$ cat src/rtl/cpu0_mem_pkg.sv
// cpu0_mem_pkg: types and defaults shared by the cpu0 memory arbiter.
//   size_t  : access size encoding on rq*_size / m_size / io_size
//   state_t : arbiter sequencing states
//   win_t   : address window class of a latched request
//   classify: maps a byte address onto its window class
package cpu0_mem_pkg;

    typedef enum logic [1:0] {
        SZ_BYTE  = 2'b00,
        SZ_INT16 = 2'b01,
        SZ_INT24 = 2'b10,
        SZ_INT32 = 2'b11
    } size_t;

    localparam logic [31:0] DEF_MEMSIZE = 32'h0008_0000;
    localparam logic [31:0] DEF_IOADDR  = 32'h0008_0000;

    typedef enum logic [1:0] {
        ST_IDLE   = 2'd0,
        ST_ACCESS = 2'd1,
        ST_DONE   = 2'd2
    } state_t;

    typedef enum logic [1:0] {
        WIN_MEM = 2'd0,
        WIN_IO  = 2'd1,
        WIN_BAD = 2'd2
    } win_t;

    // Memory wins over IO if the two windows ever overlap; size is ignored.
    function automatic win_t classify(input logic [31:0] addr,
                                      input logic [31:0] memsize,
                                      input logic [31:0] ioaddr);
        if (addr <= memsize - 32'd4) begin
            return WIN_MEM;
        end else if (addr == ioaddr) begin
            return WIN_IO;
        end
        return WIN_BAD;
    endfunction

endpackage

$ cat src/rtl/cpu0_rr_pick.sv
// cpu0_rr_pick: two-way request picker.
//   req   in  2  request bits, bit 0 = rq0, bit 1 = rq1
//   ptr   in  1  0 = rq0 favoured on a tie, 1 = rq1 favoured
//   fixed in  1  1 = rq0 always wins a tie, ptr ignored
//   win   out 2  one-hot winner, 00 when nothing requests
module cpu0_rr_pick (
    input  logic [1:0] req,
    input  logic       ptr,
    input  logic       fixed,
    output logic [1:0] win
);

    always_comb begin
        win = req;
        if (req == 2'b11) begin
            win = (fixed || !ptr) ? 2'b01 : 2'b10;
        end
    end

endmodule

$ cat src/rtl/cpu0_mem_arbiter.sv
// cpu0_mem_arbiter: shares the memory0 port between rq0 (cpu0 core) and
// rq1 (DMA/loader), decodes the IO port at IOADDR and flags accesses
// outside the memory window.
//   clock, reset        : rising-edge clock, async active-low reset
//   rq*_req/rw/size/addr/wdata -> requester inputs (req held until ack)
//   rq*_gnt/ack/rdata   : grant pulse, completion pulse, read data
//   m_en/m_rw/m_size/mar/mdr, dbus : memory0 port
//   io_wr/io_data/io_size : IO port write strobe and payload
//   err                 : out-of-window pulse, coincident with ack
// Build option: CPU0_ARB_FIXED_PRIO_EN gives rq0 fixed priority on ties
// instead of round robin.
//
// state     | meaning
// ST_IDLE   | waiting for a request; winner latched and granted on exit
// ST_ACCESS | memory outputs held stable for HOLD_CYCLES cycles
// ST_DONE   | dbus captured, ack (and err) issued on exit
module cpu0_mem_arbiter
    import cpu0_mem_pkg::*;
#(
    parameter logic [31:0] MEMSIZE     = DEF_MEMSIZE,
    parameter logic [31:0] IOADDR      = DEF_IOADDR,
    parameter int          HOLD_CYCLES = 1
) (
    input  logic        clock,
    input  logic        reset,
    input  logic        rq0_req,
    input  logic        rq0_rw,
    input  logic [1:0]  rq0_size,
    input  logic [31:0] rq0_addr,
    input  logic [31:0] rq0_wdata,
    output logic        rq0_gnt,
    output logic        rq0_ack,
    output logic [31:0] rq0_rdata,
    input  logic        rq1_req,
    input  logic        rq1_rw,
    input  logic [1:0]  rq1_size,
    input  logic [31:0] rq1_addr,
    input  logic [31:0] rq1_wdata,
    output logic        rq1_gnt,
    output logic        rq1_ack,
    output logic [31:0] rq1_rdata,
    output logic        m_en,
    output logic        m_rw,
    output logic [1:0]  m_size,
    output logic [31:0] mar,
    output logic [31:0] mdr,
    input  logic [31:0] dbus,
    output logic        io_wr,
    output logic [31:0] io_data,
    output logic [1:0]  io_size,
    output logic        err
);

    localparam logic [2:0] HOLD = 3'(HOLD_CYCLES);

    state_t      state, state_nxt;
    win_t        cls, sel_cls;
    size_t       sel_size;
    logic [2:0]  cnt;
    logic [1:0]  pick;
    logic        ptr, cur, l_rw, fixed, take, finish, sel_rw;
    logic [31:0] sel_addr, sel_wdata, rd_val;

`ifdef CPU0_ARB_FIXED_PRIO_EN
    assign fixed = 1'b1;
`else
    assign fixed = 1'b0;
`endif

    cpu0_rr_pick u_pick (
        .req   ({rq1_req, rq0_req}),
        .ptr   (ptr),
        .fixed (fixed),
        .win   (pick)
    );

    assign sel_rw    = pick[1] ? rq1_rw    : rq0_rw;
    assign sel_size  = size_t'(pick[1] ? rq1_size : rq0_size);
    assign sel_addr  = pick[1] ? rq1_addr  : rq0_addr;
    assign sel_wdata = pick[1] ? rq1_wdata : rq0_wdata;
    assign sel_cls   = classify(sel_addr, MEMSIZE, IOADDR);
    assign rd_val    = (cls == WIN_MEM && l_rw) ? dbus : 32'd0;

    always_ff @(posedge clock or negedge reset) begin
        if (!reset) begin
            state <= ST_IDLE;
        end else begin
            state <= state_nxt;
        end
    end

    always_comb begin
        state_nxt = state;
        take      = 1'b0;
        finish    = 1'b0;
        case (state)
            ST_IDLE: begin
                if (|pick) begin
                    state_nxt = ST_ACCESS;
                    take      = 1'b1;
                end
            end
            ST_ACCESS: begin
                if (cnt == HOLD) begin
                    state_nxt = ST_DONE;
                end
            end
            ST_DONE: begin
                state_nxt = ST_IDLE;
                finish    = 1'b1;
            end
            default: state_nxt = ST_IDLE;
        endcase
    end

    always_ff @(posedge clock or negedge reset) begin
        if (!reset) begin
            ptr       <= 1'b0;
            cur       <= 1'b0;
            l_rw      <= 1'b0;
            cls       <= WIN_MEM;
            cnt       <= 3'd0;
            rq0_gnt   <= 1'b0;
            rq1_gnt   <= 1'b0;
            rq0_ack   <= 1'b0;
            rq1_ack   <= 1'b0;
            rq0_rdata <= 32'd0;
            rq1_rdata <= 32'd0;
            m_en      <= 1'b0;
            m_rw      <= 1'b0;
            m_size    <= 2'b00;
            mar       <= 32'd0;
            mdr       <= 32'd0;
            io_wr     <= 1'b0;
            io_data   <= 32'd0;
            io_size   <= 2'b00;
            err       <= 1'b0;
        end else begin
            rq0_gnt <= 1'b0;
            rq1_gnt <= 1'b0;
            rq0_ack <= 1'b0;
            rq1_ack <= 1'b0;
            io_wr   <= 1'b0;
            err     <= 1'b0;
            if (take) begin
                rq0_gnt <= pick[0];
                rq1_gnt <= pick[1];
                cur     <= pick[1];
                // pointer moves to whichever master did not win
                ptr     <= pick[0];
                l_rw    <= sel_rw;
                cls     <= sel_cls;
                cnt     <= 3'd1;
                if (sel_cls == WIN_MEM) begin
                    m_en   <= 1'b1;
                    m_rw   <= sel_rw;
                    m_size <= sel_size;
                    mar    <= sel_addr;
                    mdr    <= sel_wdata;
                end
                if (sel_cls == WIN_IO && !sel_rw) begin
                    io_wr   <= 1'b1;
                    io_data <= sel_wdata;
                    io_size <= sel_size;
                end
            end
            if (state == ST_ACCESS) begin
                cnt <= cnt + 3'd1;
                if (state_nxt == ST_DONE) begin
                    m_en <= 1'b0;
                end
            end
            if (finish) begin
                m_en <= 1'b0;
                err  <= (cls == WIN_BAD);
                if (cur) begin
                    rq1_ack <= 1'b1;
                end else begin
                    rq0_ack <= 1'b1;
                end
                // writes to memory or the IO port leave rdata untouched
                if (l_rw || cls == WIN_BAD) begin
                    if (cur) begin
                        rq1_rdata <= rd_val;
                    end else begin
                        rq0_rdata <= rd_val;
                    end
                end
            end
        end
    end

endmodule

$ cat config.mk
export PLATFORM = sky130hd
export DESIGN_NAME = cpu0_mem_arbiter
export DESIGN_NICKNAME = d
export VERILOG_FILES = /design/src/rtl/cpu0_mem_pkg.sv /design/src/rtl/cpu0_rr_pick.sv /design/src/rtl/cpu0_mem_arbiter.sv
export SDC_FILE = /design/constraint.sdc
export NUM_CORES = 1
export LEC_CHECK = 0
export BUFFER_PORTS_ARGS = -buffer_cell sky130_fd_sc_hd__clkbuf_2
export CAP_MARGIN = 20
export CORE_MARGIN = 8
export CORE_UTILIZATION = 50
export DETAILED_ROUTE_END_ITERATION = 10
export HOLD_SLACK_MARGIN = 0.12
export PLACE_DENSITY_LB_ADDON = 0.2
export SLEW_MARGIN = 20
export SYNTH_ARGS = -nofsm -noshare
export SYNTH_HDL_FRONTEND = slang
export SYNTH_SLANG_ARGS = --single-unit
$ cat constraint.sdc
create_clock -name clock -period 5.35 [get_ports clock]
set_input_delay 0.2675 -clock clock [delete_from_list [all_inputs] [get_ports clock]]
set_output_delay 0.2675 -clock clock [all_outputs]
set_load 0.01 [all_outputs]
# Word-level counts from Yosys, hierarchy flattened
# Cells that the tools add are included.
# word_totals
ff_bits,182
inputBits,170
# op_classes
add_sub_neg,1
order_cmp,1
n_eq_ne,8
mux,34
bitwise,1
reduce_logical,13
# ops
operator,n
$mux W32,3
$eq A32 B20 Y1 const B,1
$le A32 B19 Y1 const B,1
$mux W1,20
$mux W2,8
$eq A2 B2 Y1 const B,4
$logic_not A2 Y1,3
$mux W3,2
$reduce_and A3 Y1,2
$eq A2 B1 Y1 const B,2
$pmux W2 S2,1
$reduce_and A2 Y1,2
$add A3 B1 Y3 const B,1
$eq A3 B1 Y1 const B,1
$logic_and A1 B1 Y1,2
$reduce_bool A2 Y1,1
$reduce_or A2 Y1,1
$logic_not A1 Y1,1
$logic_or A1 B1 Y1,1
$not A1 Y1,1

# Depth between registers and ports, before layout
# Gate-level depths: netlist of the first run.
# depth
depth_word,13
depth_mapped,9
ltp_nobuf,6

# Cells and area by module
# From an unflattened synthesis of the first run, not the netlist that was laid out.
# hier_totals
cells_unflattened,639
area_unflattened_um2,7862.5
# modules_own_cells
module,n_inst,cells_each,area_each_um2,seq_area_each_um2
cpu0_mem_arbiter,1,635,7832.5,4554.4
cpu0_rr_pick,1,4,30.0,0.0

# Least setup slack after synthesis of the first run
# No wires, ideal clock.
# synth_timing
kind,reg-to-reg
startpoint,register ptr
endpoint,register m_rw
setup_time_ns,0.125
t_arrival_ns,1.993
required_time_ns,5.225
setup_slack_ns,3.232
path_stages_with_launch,8
period_less_slack_ns,2.118
cell_sequence,dfrtp_1 > nand2b_1 > buf_2 > a2111oi_2 > a31oi_1 > o311ai_4 > buf_6 > mux2_2
# synth_between
elab_chain_len,9
# synth_lines
element,line,text
"start, declared",cpu0_mem_arbiter.sv:61,"logic ptr, cur, l_rw, fixed, take, finish, sel_rw;"
"start signal, assigned",cpu0_mem_arbiter.sv:150,ptr <= pick[0];
$mux W2 *,cpu0_rr_pick.sv:16,win = (fixed || !ptr) ? 2'b01 : 2'b10;
$mux W2 *,cpu0_rr_pick.sv:15,if (req == 2'b11) begin
"parallel branches: the longest is 7 deep, another holds $le A32 B19 Y1",--,
"end signal, assigned",cpu0_mem_arbiter.sv:156,m_rw <= sel_rw;
"end, declared",cpu0_mem_arbiter.sv:43,"output logic m_rw,"
# Every way passes the cells marked *.
# A chain may end at the register's enable or synchronous reset.

# Worst setup path after layout of the first run
# layout_timing
startpoint,input port rq0_req
endpoint,register mdr[30]
# layout_between
elab_chain_len,9
# layout_lines
element,line,text
"start, declared",cpu0_mem_arbiter.sv:26,"input logic rq0_req,"
$eq A2 B2 Y1,cpu0_rr_pick.sv:15,
$mux W2 *,cpu0_rr_pick.sv:15,
"parallel branches: the longest is 7 deep, another holds $le A32 B19 Y1",--,
"end signal, assigned",cpu0_mem_arbiter.sv:159,mdr <= sel_wdata;
"end, declared",cpu0_mem_arbiter.sv:46,"output logic [31:0] mdr,"
# Marks and branches as above.

==> results of run 1 <==
cell type report:
class                      count  area [um2]  area share
timing repair buffer         382        2096      0.2013
multi-input combinational    471        2773      0.2663
clock inverter                14       187.7     0.01802
clock buffer                  18       439.2     0.04218
inverter                      34       127.6     0.01226
tap                          188       235.2     0.02259
sequential                   182        4554      0.4374
worst paths after layout:
kind	start	end	cells past startpoint
worst min-delay path	dbus[19]	rq0_rdata[19]$_DFFE_PN0P_	3
max in group asynchronous	reset	mdr[9]$_DFFE_PN0P_	3
worst min register to register	rq1_rdata[16]$_DFFE_PN0P_	rq1_rdata[16]$_DFFE_PN0P_	2
worst max register to register	ptr$_DFFE_PN0P_	mdr[30]$_DFFE_PN0P_	6
min in group asynchronous	reset	rq1_rdata[22]$_DFFE_PN0P_	2
worst max-delay path	rq0_req	mdr[30]$_DFFE_PN0P_	8
where the power goes:
group	total, mW	internal [mW]	switching, mW
Combinational	1.07	0.416	0.659
Sequential	1.80	1.64	0.165
Clock	1.31	0.762	0.547
Total	4.19	2.82	1.37
cell usage in the layout (no fill, tap or decap), drive strengths merged, types with 2 or more instances in the layout:
master / n
a21boi: 3
a21o: 2
a21oi: 3
and2: 16
and3: 3
buf: 12
bufinv: 3
clkbuf: 358
clkinv: 4
dfrtp: 182
dlygate4sd3: 30
ha: 2
inv: 40
mux2: 7
mux2i: 78
nand2: 168
nand2b: 4
nand3: 2
nand4: 6
nor2: 11
nor2b: 5
nor3: 8
nor4: 14
o211ai: 3
o21ai: 120
o22ai: 3
registers in the layout, summed over array words and instances, names as in the netlist, 2 cells and up:
register and cells:
rq0_rdata 32, m_size 2, cls 2, state 2, io_size 2, mdr 32
cnt 3, rq1_rdata 32, mar 32, io_data 32
kinds of logic after synthesis:
kind of cell | synth area share
buffers and inverters | 0.04113
AOI/OAI and AO/OA | 0.1027
xor gates and xnor gates | 0.001152
adders and majority gates | 0.003290
and+or+nand+nor | 0.1398
DFF | 0.5989
muxes | 0.1130
layer usage:
metal | track usage | part of all wire | up-vias
met1 | 0.2822 | 0.40 | 3093
met2 | 0.3979 | 0.48 | 292
met4 | 0.08261 | 0.017 | 0
met3 | 0.08789 | 0.097 | 29
li1 | - | - | 3173
met5 | 0 | 0 | -
per-stage QoR:
step           instance area (um2)  power, mW
2_1_floorplan                 7605      2.363
3_3_place_gp                  9485      2.848
3_5_place_dp                  9485      2.877
4_1_cts                      10410      4.211
5_1_grt                      10410      4.433
6_report                     10410      4.188
critical path, cell delays in order:
cell and delay (ps):
dlygate4sd3_1 540, clkbuf_2 140, and2b_1 190, nor2_1 500, a31oi_1 290, o311ai_4 860, buf_4 360, mux2_2 350
what timing repair did:
item | in CTS | in global routing
endpoints found under the setup margin | 0 | 0
resized for setup | 0 | 0
hold buffers | 30 | 0
endpoints found under the hold margin | 118 | 0
==> impl_metrics.tcl, run 1 <==
set metrics [dict create \
    place_congestion 0.8945 \
    synth_top_area_share 0.5989 \
    skew_ps 8.385 \
    clkLatencyLatePin_ps 420 \
    post-synth-top-count-cell "dfrtp_1" \
    grt_pass1_vias 6932 \
    worstPathArrival_ps 3510 \
    avgSynthCellArea_um2 10.49 \
    vias_per_cell 5.110 \
    synth.yosys.warnings 0 \
    rsz0062_at_grt "false" \
    drive_above_1_share 0.3624 \
    min_path_type "primary input to flop" \
    synth_nets 897 \
    relSlewSlack 0.3492 \
    layout.cells.non_filler 1289 \
    period_share 0.5989 \
    track_usage 0.2398 \
    post_cts.repair.setup_buffers 0 \
    setup_tns_ps 0 \
    worst-path-max-fanout 27 \
    nNetsFinal 1260 \
    via_count 6587 \
    ant_nets 0 \
    rrSetupSlack_ps 2280 \
    cts-buffers-inserted 17 \
    dr.first_iter.drc_count 437 \
    synth_seq_cells 182 \
    chipWidth_um 139.3 \
    synth_area_leaders "dfrtp_1, mux2i_1, nand2_1" \
    routedWlPerCell_um 18.15 \
    slew_violations 0 \
    grt-ovfl-total 0 \
    area_delta_synth_final_pct 36.92 \
    seq_area_frac_synth 0.5989 \
    clk_path_buf_depth 2 \
    crit_type "primary input to flop" \
    cts_tree "built" \
    core_um2 15030 \
    place_ws_ps 2199 \
    required_ps 5660 \
    final.setup.worst_slack_ps 2146 \
    n_antenna_cell 0 \
    place_hpwl_um 17620 \
    cts.sinks 182 \
    whs_ps 141.7 \
    synthArstFlopShare 1.000 \
    worst_slew_pin_slew_ps 973.9 \
    first_pass_iters 5 \
    placedCellCount 1227 \
    ys_types 40 \
    maxCapViolCount 0 \
    grt_start_max_net_pins 70 \
    cts_max_level 4 \
    finalHoldViolCount 0 \
    setup_viol 0 \
    clkTransAtPathRegs_ps 70 \
    drt-total-wl_um 23390 \
    ios 342 \
    die-area_um2 19410 \
    ir_drop_mv 0.2254 \
    outcome "completed" \
    cellPowerDensity_nw_per_um2 402.2 \
    nFillCells 1183 \
    drc 0 \
    antenna_found_initial 0 \
    syn-instance-count 725 \
    grt_pass1_wl_um 37050 \
    rows 45 \
    max_freq_mhz 312.1 \
    die_h_um 139.3 \
    ys.flop_type "dfrtp_1" \
    yosys.area.top_type "dfrtp_1" \
    synth_edf_count 0 \
    clockRootBuffer "clkbuf_16" \
    min_period_ps 3204 \
    synth_commonest_cells "dfrtp_1, nand2_1, o21ai_0" \
    netlist_area_um2 7605 \
    final_util 0.6926 \
    initial_core_util 0.5059 \
    p_leak_nw 5.596 \
    portBuffers 341 \
    cp-end-kind "flop" \
    setup.worst_path.start_class "primary input" \
]
Note: power is estimated with default switching activity, not from simulation.
==> run 2, diff against run 1 <==
--- a/config.mk
+++ b/config.mk
@@ -8,7 +8,7 @@
 export BUFFER_PORTS_ARGS = -buffer_cell sky130_fd_sc_hd__clkbuf_2
 export CAP_MARGIN = 20
 export CORE_MARGIN = 8
-export CORE_UTILIZATION = 50
+export CORE_UTILIZATION = 47
 export DETAILED_ROUTE_END_ITERATION = 10
 export HOLD_SLACK_MARGIN = 0.12
 export PLACE_DENSITY_LB_ADDON = 0.2
==> constraint.sdc (replaced) <==
create_clock -name clock -period 3 [get_ports clock]
set_input_delay 0.15 -clock clock [delete_from_list [all_inputs] [get_ports clock]]
set_output_delay 0.15 -clock clock [all_outputs]
set_load 0.01 [all_outputs]
==> impl_metrics.tcl, run 2 (synthesis results as in run 1) <==
set metrics [dict create \
    area_delta_synth_final_pct 52.91 \
    min_path_type "primary input to flop" \
    path_cells "nand2b_1 > nand2_2 > buf_4 > mux2i_1 > dlygate4sd3_1 > mux2i_1" \
    setup_viol 0 \
    ant_nets 0 \
    ir_drop_mv 0.3964 \
    cts_max_level 4 \
    finalHoldViolCount 0 \
    ios 342 \
    core_um2 15830 \
    rsz0062_at_grt "false" \
    cts.sinks 182 \
    skew_ps 9.903 \
    final.setup.worst_slack_ps 154.7 \
    rrSetupSlack_ps 150 \
    place_congestion 0.9354 \
    place_hpwl_um 17710 \
    final_util 0.7347 \
    track_usage 0.2465 \
    grt_start_max_net_pins 65 \
    setup.worst_path.start_class "flop" \
    cts_tree "built" \
    nNetsFinal 1369 \
    clkLatencyLatePin_ps 420 \
    grt_pass1_vias 7550 \
    worstHoldPathCells 5 \
    r2r-end "io_data[18]$_DFFE_PN0P_" \
    routedWlPerCell_um 17.65 \
    die_h_um 143.2 \
    hold_end "l_rw$_DFFE_PN0P_" \
    cellPowerDensity_nw_per_um2 676.3 \
    post-route-cell-area_um2 11630 \
    reg2reg_depth 6 \
    vias_per_cell 5.015 \
    via_count 7156 \
    chipWidth_um 143.2 \
    rows 46 \
    cts-buffers-inserted 17 \
    cp-end-kind "flop" \
    dr.first_iter.drc_count 341 \
    clkTransAtPathRegs_ps 70 \
    place_ws_ps 526.9 \
    dpl-instance-area_um2 9585 \
    drive_above_1_share 0.3306 \
    cpMaxStageDelayCell "buf_4" \
    reg2reg_from "ptr$_DFFE_PN0P_" \
    worst-path-max-fanout 48 \
    worst_slew_pin_slew_ps 815.2 \
    clk_path_buf_depth 2 \
    antenna_found_initial 1 \
    p_leak_nw 6.096 \
    initial_core_util 0.4805 \
    setup_tns_ps 0 \
    first_pass_iters 5 \
    grt-ovfl-total 0 \
    outcome "completed" \
    period_share 0.9484 \
    slew_violations 0 \
    portBuffers 341 \
    min_period_ps 2845 \
    drt-total-wl_um 25190 \
    drc 0 \
    maxCapViolCount 0 \
    final_common_cell "clkbuf_2" \
    max_freq_mhz 351.5 \
    totalPowerFinal_mw 7.864 \
    relSlewSlack 0.4565 \
    die-area_um2 20510 \
    cp_slowest_stage_delay_ps 650 \
    min_from "rq1_rw" \
    crit_top_cell "mux2i_1" \
    crit_type "flop to flop" \
    cts_resized 0 \
    required_ps 3300 \
    clockRootBuffer "clkbuf_16" \
    grt_pass1_wl_um 39420 \
    final_cell_mix "clkbuf_2, dfrtp_1, nand2_1, dlygate4sd3_1, o21ai_0" \
    worstPathArrival_ps 3150 \
]
-- run 2: worst max-delay path by stage --
stage / endpoint / depth (start not counted) / startpoint / slack, ps
detailed placement: mdr[4]$_DFFE_PN0P_ / 6 / ptr$_DFFE_PN0P_ / 530
global placement: mdr[6]$_DFFE_PN0P_ / 6 / ptr$_DFFE_PN0P_ / 670
floorplan: m_rw$_DFFE_PN0P_ / 7 / ptr$_DFFE_PN0P_ / 880
finish: io_data[18]$_DFFE_PN0P_ / 6 / ptr$_DFFE_PN0P_ / 150
global route: io_data[18]$_DFFE_PN0P_ / 6 / ptr$_DFFE_PN0P_ / 50
CTS: io_data[18]$_DFFE_PN0P_ / 6 / ptr$_DFFE_PN0P_ / 230
-- run 2: area by class of cell --
cell class / instances / area, um2
antenna: 1 / 2.502
clock buffer: 20 / 456.7
clock inverter: 12 / 212.7
fill: 1090 / 4199
inverter: 34 / 127.6
multi-input combinational: 471 / 2773
sequential: 182 / 4554
tap: 216 / 270.3
timing repair buffer: 491 / 3232
-- run 2: per-stage QoR --
stage,cells,hold WS (ps)
final,1427,148.1
after global routing,1427,163.1
after CTS,1425,127.1
after global placement,1257,172.7
after floorplan,725,-145.6
after detailed placement,1257,174.6
-- run 2: where the power goes --
group | internal [mW] | switching (mW) | total, mW
clock network | 1.55 | 0.980 | 2.53
registers | 2.92 | 0.292 | 3.22
logic | 0.921 | 1.20 | 2.12
-- run 2: what timing repair did --
item | in CTS | in global routing
hold buffers | 136 | 1
endpoints found under the hold margin | 205 | 1
setup endpoints to repair | 0 | 0
setup buffers | 0 | 0
-- run 2: critical path, delay by kind of cell (launching register included) --
family                 cells  cell delay, ps
muxes                      2             440
buffers and inverters      2            1270
and+or+nand+nor            2             540
DFF                        1             400
-- run 2: routing by layer --
layer  track usage  vias up  wire (um)
li1              -     3405          -
met1        0.2909     3372       9878
met2        0.4012      328      12140
met3       0.08915       51       2481
met4       0.09899        0        692
met5             0        -          0
==> run 3, diff against run 2 <==
--- a/config.mk
+++ b/config.mk
@@ -5,10 +5,13 @@
 export SDC_FILE = /design/constraint.sdc
 export NUM_CORES = 1
 export LEC_CHECK = 0
+export ABC_AREA = 1
 export BUFFER_PORTS_ARGS = -buffer_cell sky130_fd_sc_hd__clkbuf_2
 export CAP_MARGIN = 20
+export CELL_PAD_IN_SITES_DETAIL_PLACEMENT = 1
+export CELL_PAD_IN_SITES_GLOBAL_PLACEMENT = 2
 export CORE_MARGIN = 8
-export CORE_UTILIZATION = 47
+export CORE_UTILIZATION = 28
 export DETAILED_ROUTE_END_ITERATION = 10
 export HOLD_SLACK_MARGIN = 0.12
 export PLACE_DENSITY_LB_ADDON = 0.2
==> impl_metrics.tcl, run 3 <==
set metrics [dict create \
    slew_violations 0 \
    synth_compound_area_frac 0.01035 \
    antenna_found_initial 0 \
    drive_above_1_share 0.3282 \
    grt-ovfl-total 0 \
    synth_seq_cells 182 \
    p_leak_nw 7.338 \
    netlist_area_um2 9065 \
    setup_viol 0 \
    p_clk_frac 0.277 \
    cts_max_level 4 \
    synth_area_leaders "dfrtp_1, nand2_1, mux2_2" \
    placedCellCount 1792 \
    totalPowerFinal_mw 7.627 \
    power_frac_comb 0.323 \
    maxCapViolCount 0 \
    yosys.area.top_type "dfrtp_1" \
    ys_types 28 \
    post-route-cell-area_um2 12360 \
    switchingPower_mw 2.745 \
    clk_path_buf_depth 2 \
    first_pass_iters 6 \
    ant_nets 0 \
    p_seq_frac 0.400 \
    dpl-instance-area_um2 11100 \
    place_congestion 0.7369 \
    rows 66 \
    synth_edf_count 0 \
    synth_top_area_share 0.5024 \
    p_sw_frac 0.3599 \
    track_usage 0.1766 \
    skew_ps 17.61 \
    clkTransAtPathRegs_ps 70 \
    synthMuxAreaShare 0.07950 \
    grt_start_max_net_pins 83 \
    area_delta_synth_final_pct 36.36 \
    clkLatencyLatePin_ps 430 \
    chipWidth_um 195.9 \
    relSlewSlack 0.5263 \
    synthAdderAreaFrac 0.002761 \
    whs_ps 127.8 \
    min_path_type "primary input to flop" \
    post_cts.repair.setup_buffers 0 \
    drc 0 \
    vias_per_cell 4.570 \
    max_freq_mhz 383.0 \
    internal_power_mw 4.882 \
    nNetsFinal 1647 \
    cts_resized 0 \
    final_cell_mix "nand2_1, clkbuf_2, dfrtp_1, inv_1, nand4_1" \
    clockRootBuffer "clkbuf_16" \
    ir_drop_mv 0.3721 \
    die_h_um 195.9 \
    ys.flop_type "dfrtp_1" \
    rsz0062_at_grt "false" \
    crit_type "flop to flop" \
    grt_pass1_vias 9468 \
    cts.sinks 182 \
    setup_tns_ps 0 \
    worst-path-max-fanout 49 \
    min_period_ps 2611 \
    yosys.area_share.simple 0.3143 \
    synthArstFlopShare 1.000 \
    dr.first_iter.drc_count 408 \
    worst_slew_pin_slew_ps 710.6 \
    initial_core_util 0.2815 \
    setup.worst_path.start_class "flop" \
    place_ws_ps 329.5 \
    ios 342 \
    grt_pass1_wl_um 54010 \
    synth_xor_xnor_area_share 0 \
    final_common_cell "nand2_1" \
    routedWlPerCell_um 17.91 \
    synth_top_family_by_area "simple AND/OR/NAND/NOR gates" \
    cts_tree "built" \
    cts-buffers-inserted 17 \
    synth_commonest_cells "nand2_1, dfrtp_1, inv_1" \
    outcome "completed" \
    required_ps 3320 \
    final.setup.worst_slack_ps 389.2 \
    seq_area_frac_synth 0.5024 \
    core_um2 32210 \
    post-synth-top-count-cell "nand2_1" \
    die-area_um2 38390 \
    synth_nets 1262 \
    period_share 0.8703 \
    syn-instance-count 1090 \
    avgSynthCellArea_um2 8.316 \
    layout.cells.non_filler 1896 \
    worstPathArrival_ps 2930 \
    cp-end-kind "flop" \
    via_count 8664 \
    synth.yosys.warnings 0 \
    drt-total-wl_um 33950 \
    portBuffers 341 \
    final_util 0.3838 \
    place_hpwl_um 24900 \
    cellPowerDensity_nw_per_um2 617.0 \
    finalHoldViolCount 0 \
]
run 3: cell count changes in the layout (fill, tap and decap cells not counted), moves of 16 or more:
cell	before	now
nor2_1	11	73
inv_1	34	92
nand3b_1	0	16
and2_1	16	0
nand3_1	2	28
mux2i_1	78	0
mux2_2	7	64
nand4_1	6	90
o21ai_0	115	6
nand2_1	167	426
dlygate4sd3_1	137	72
run 3: cells by family after synthesis:
group / Yosys count
AND/OR/NAND/NOR: 652
flip-flops: 182
adder cells (fa/ha/maj): 2
buffers and inverters: 173
AO/OA/AOI/OAI: 17
multiplexers: 64
run 3: repair_timing:
item,in CTS,in global routing
hold buffers,72,0
setup endpoints to repair,0,0
endpoints found under the hold margin,153,0
run 3: worst paths after layout:
| kind | startpoint | endpoint | slack (ps) | cells after the start |
|---|---|---|---|---|
| max in group asynchronous | reset | cnt[0]$_DFFE_PN0P_ | 1770 | 3 |
| min in group asynchronous | reset | mar[23]$_DFFE_PN0P_ | 330 | 2 |
| worst max register to register | ptr$_DFFE_PN0P_ | mdr[10]$_DFFE_PN0P_ | 390 | 12 |
| worst min register to register | cnt[2]$_DFFE_PN0P_ | cnt[2]$_DFFE_PN0P_ | 470 | 1 |
| worst min-delay path | rq0_wdata[12] | mdr[12]$_DFFE_PN0P_ | 130 | 5 |
| worst max-delay path | ptr$_DFFE_PN0P_ | mdr[10]$_DFFE_PN0P_ | 390 | 12 |
run 3: worst max-delay path, cell delays in order (launching register included):
cell and delay (ps):
dfrtp_1 390, inv_2 110, nand2_4 60, nand2_4 230, buf_4 300, nand2_1 80
nand2_1 130, inv_1 70, nor3_1 200, nand3_2 240, buf_4 380, nand4_1 180
nand2_1 70
run 3: cell type report:
class / count / area [um2]
multi-input cells: 735 / 3737
repair buffers: 435 / 2626
clock buffers: 19 / 442.9
flip-flops and latches: 182 / 4554
well taps: 408 / 510.5
clock inverters: 12 / 95.09
diodes: 1 / 2.502
fillers: 3958 / 19850
inverters: 104 / 391.6
run 3: power by group through the flow:
| stage | Combinational, mW | Sequential, mW | Clock [mW] |
|---|---|---|---|
| after global placement | 2.33 | 3.08 | 0 |
| final | 2.46 | 3.05 | 2.11 |
| after floorplan | 1.24 | 3.23 | 0 |
| after CTS | 2.52 | 3.06 | 2.19 |
| after global routing | 2.74 | 3.11 | 2.28 |
| after detailed placement | 2.37 | 3.11 | 0 |
run 3: per-layer routing:
layer | vias up | share of wire | global-route usage
met5 | - | 0 | 0
met4 | 0 | 0.012 | 0.03930
met3 | 21 | 0.051 | 0.04421
met2 | 198 | 0.49 | 0.2991
met1 | 4222 | 0.45 | 0.2244
li1 | 4223 | - | -
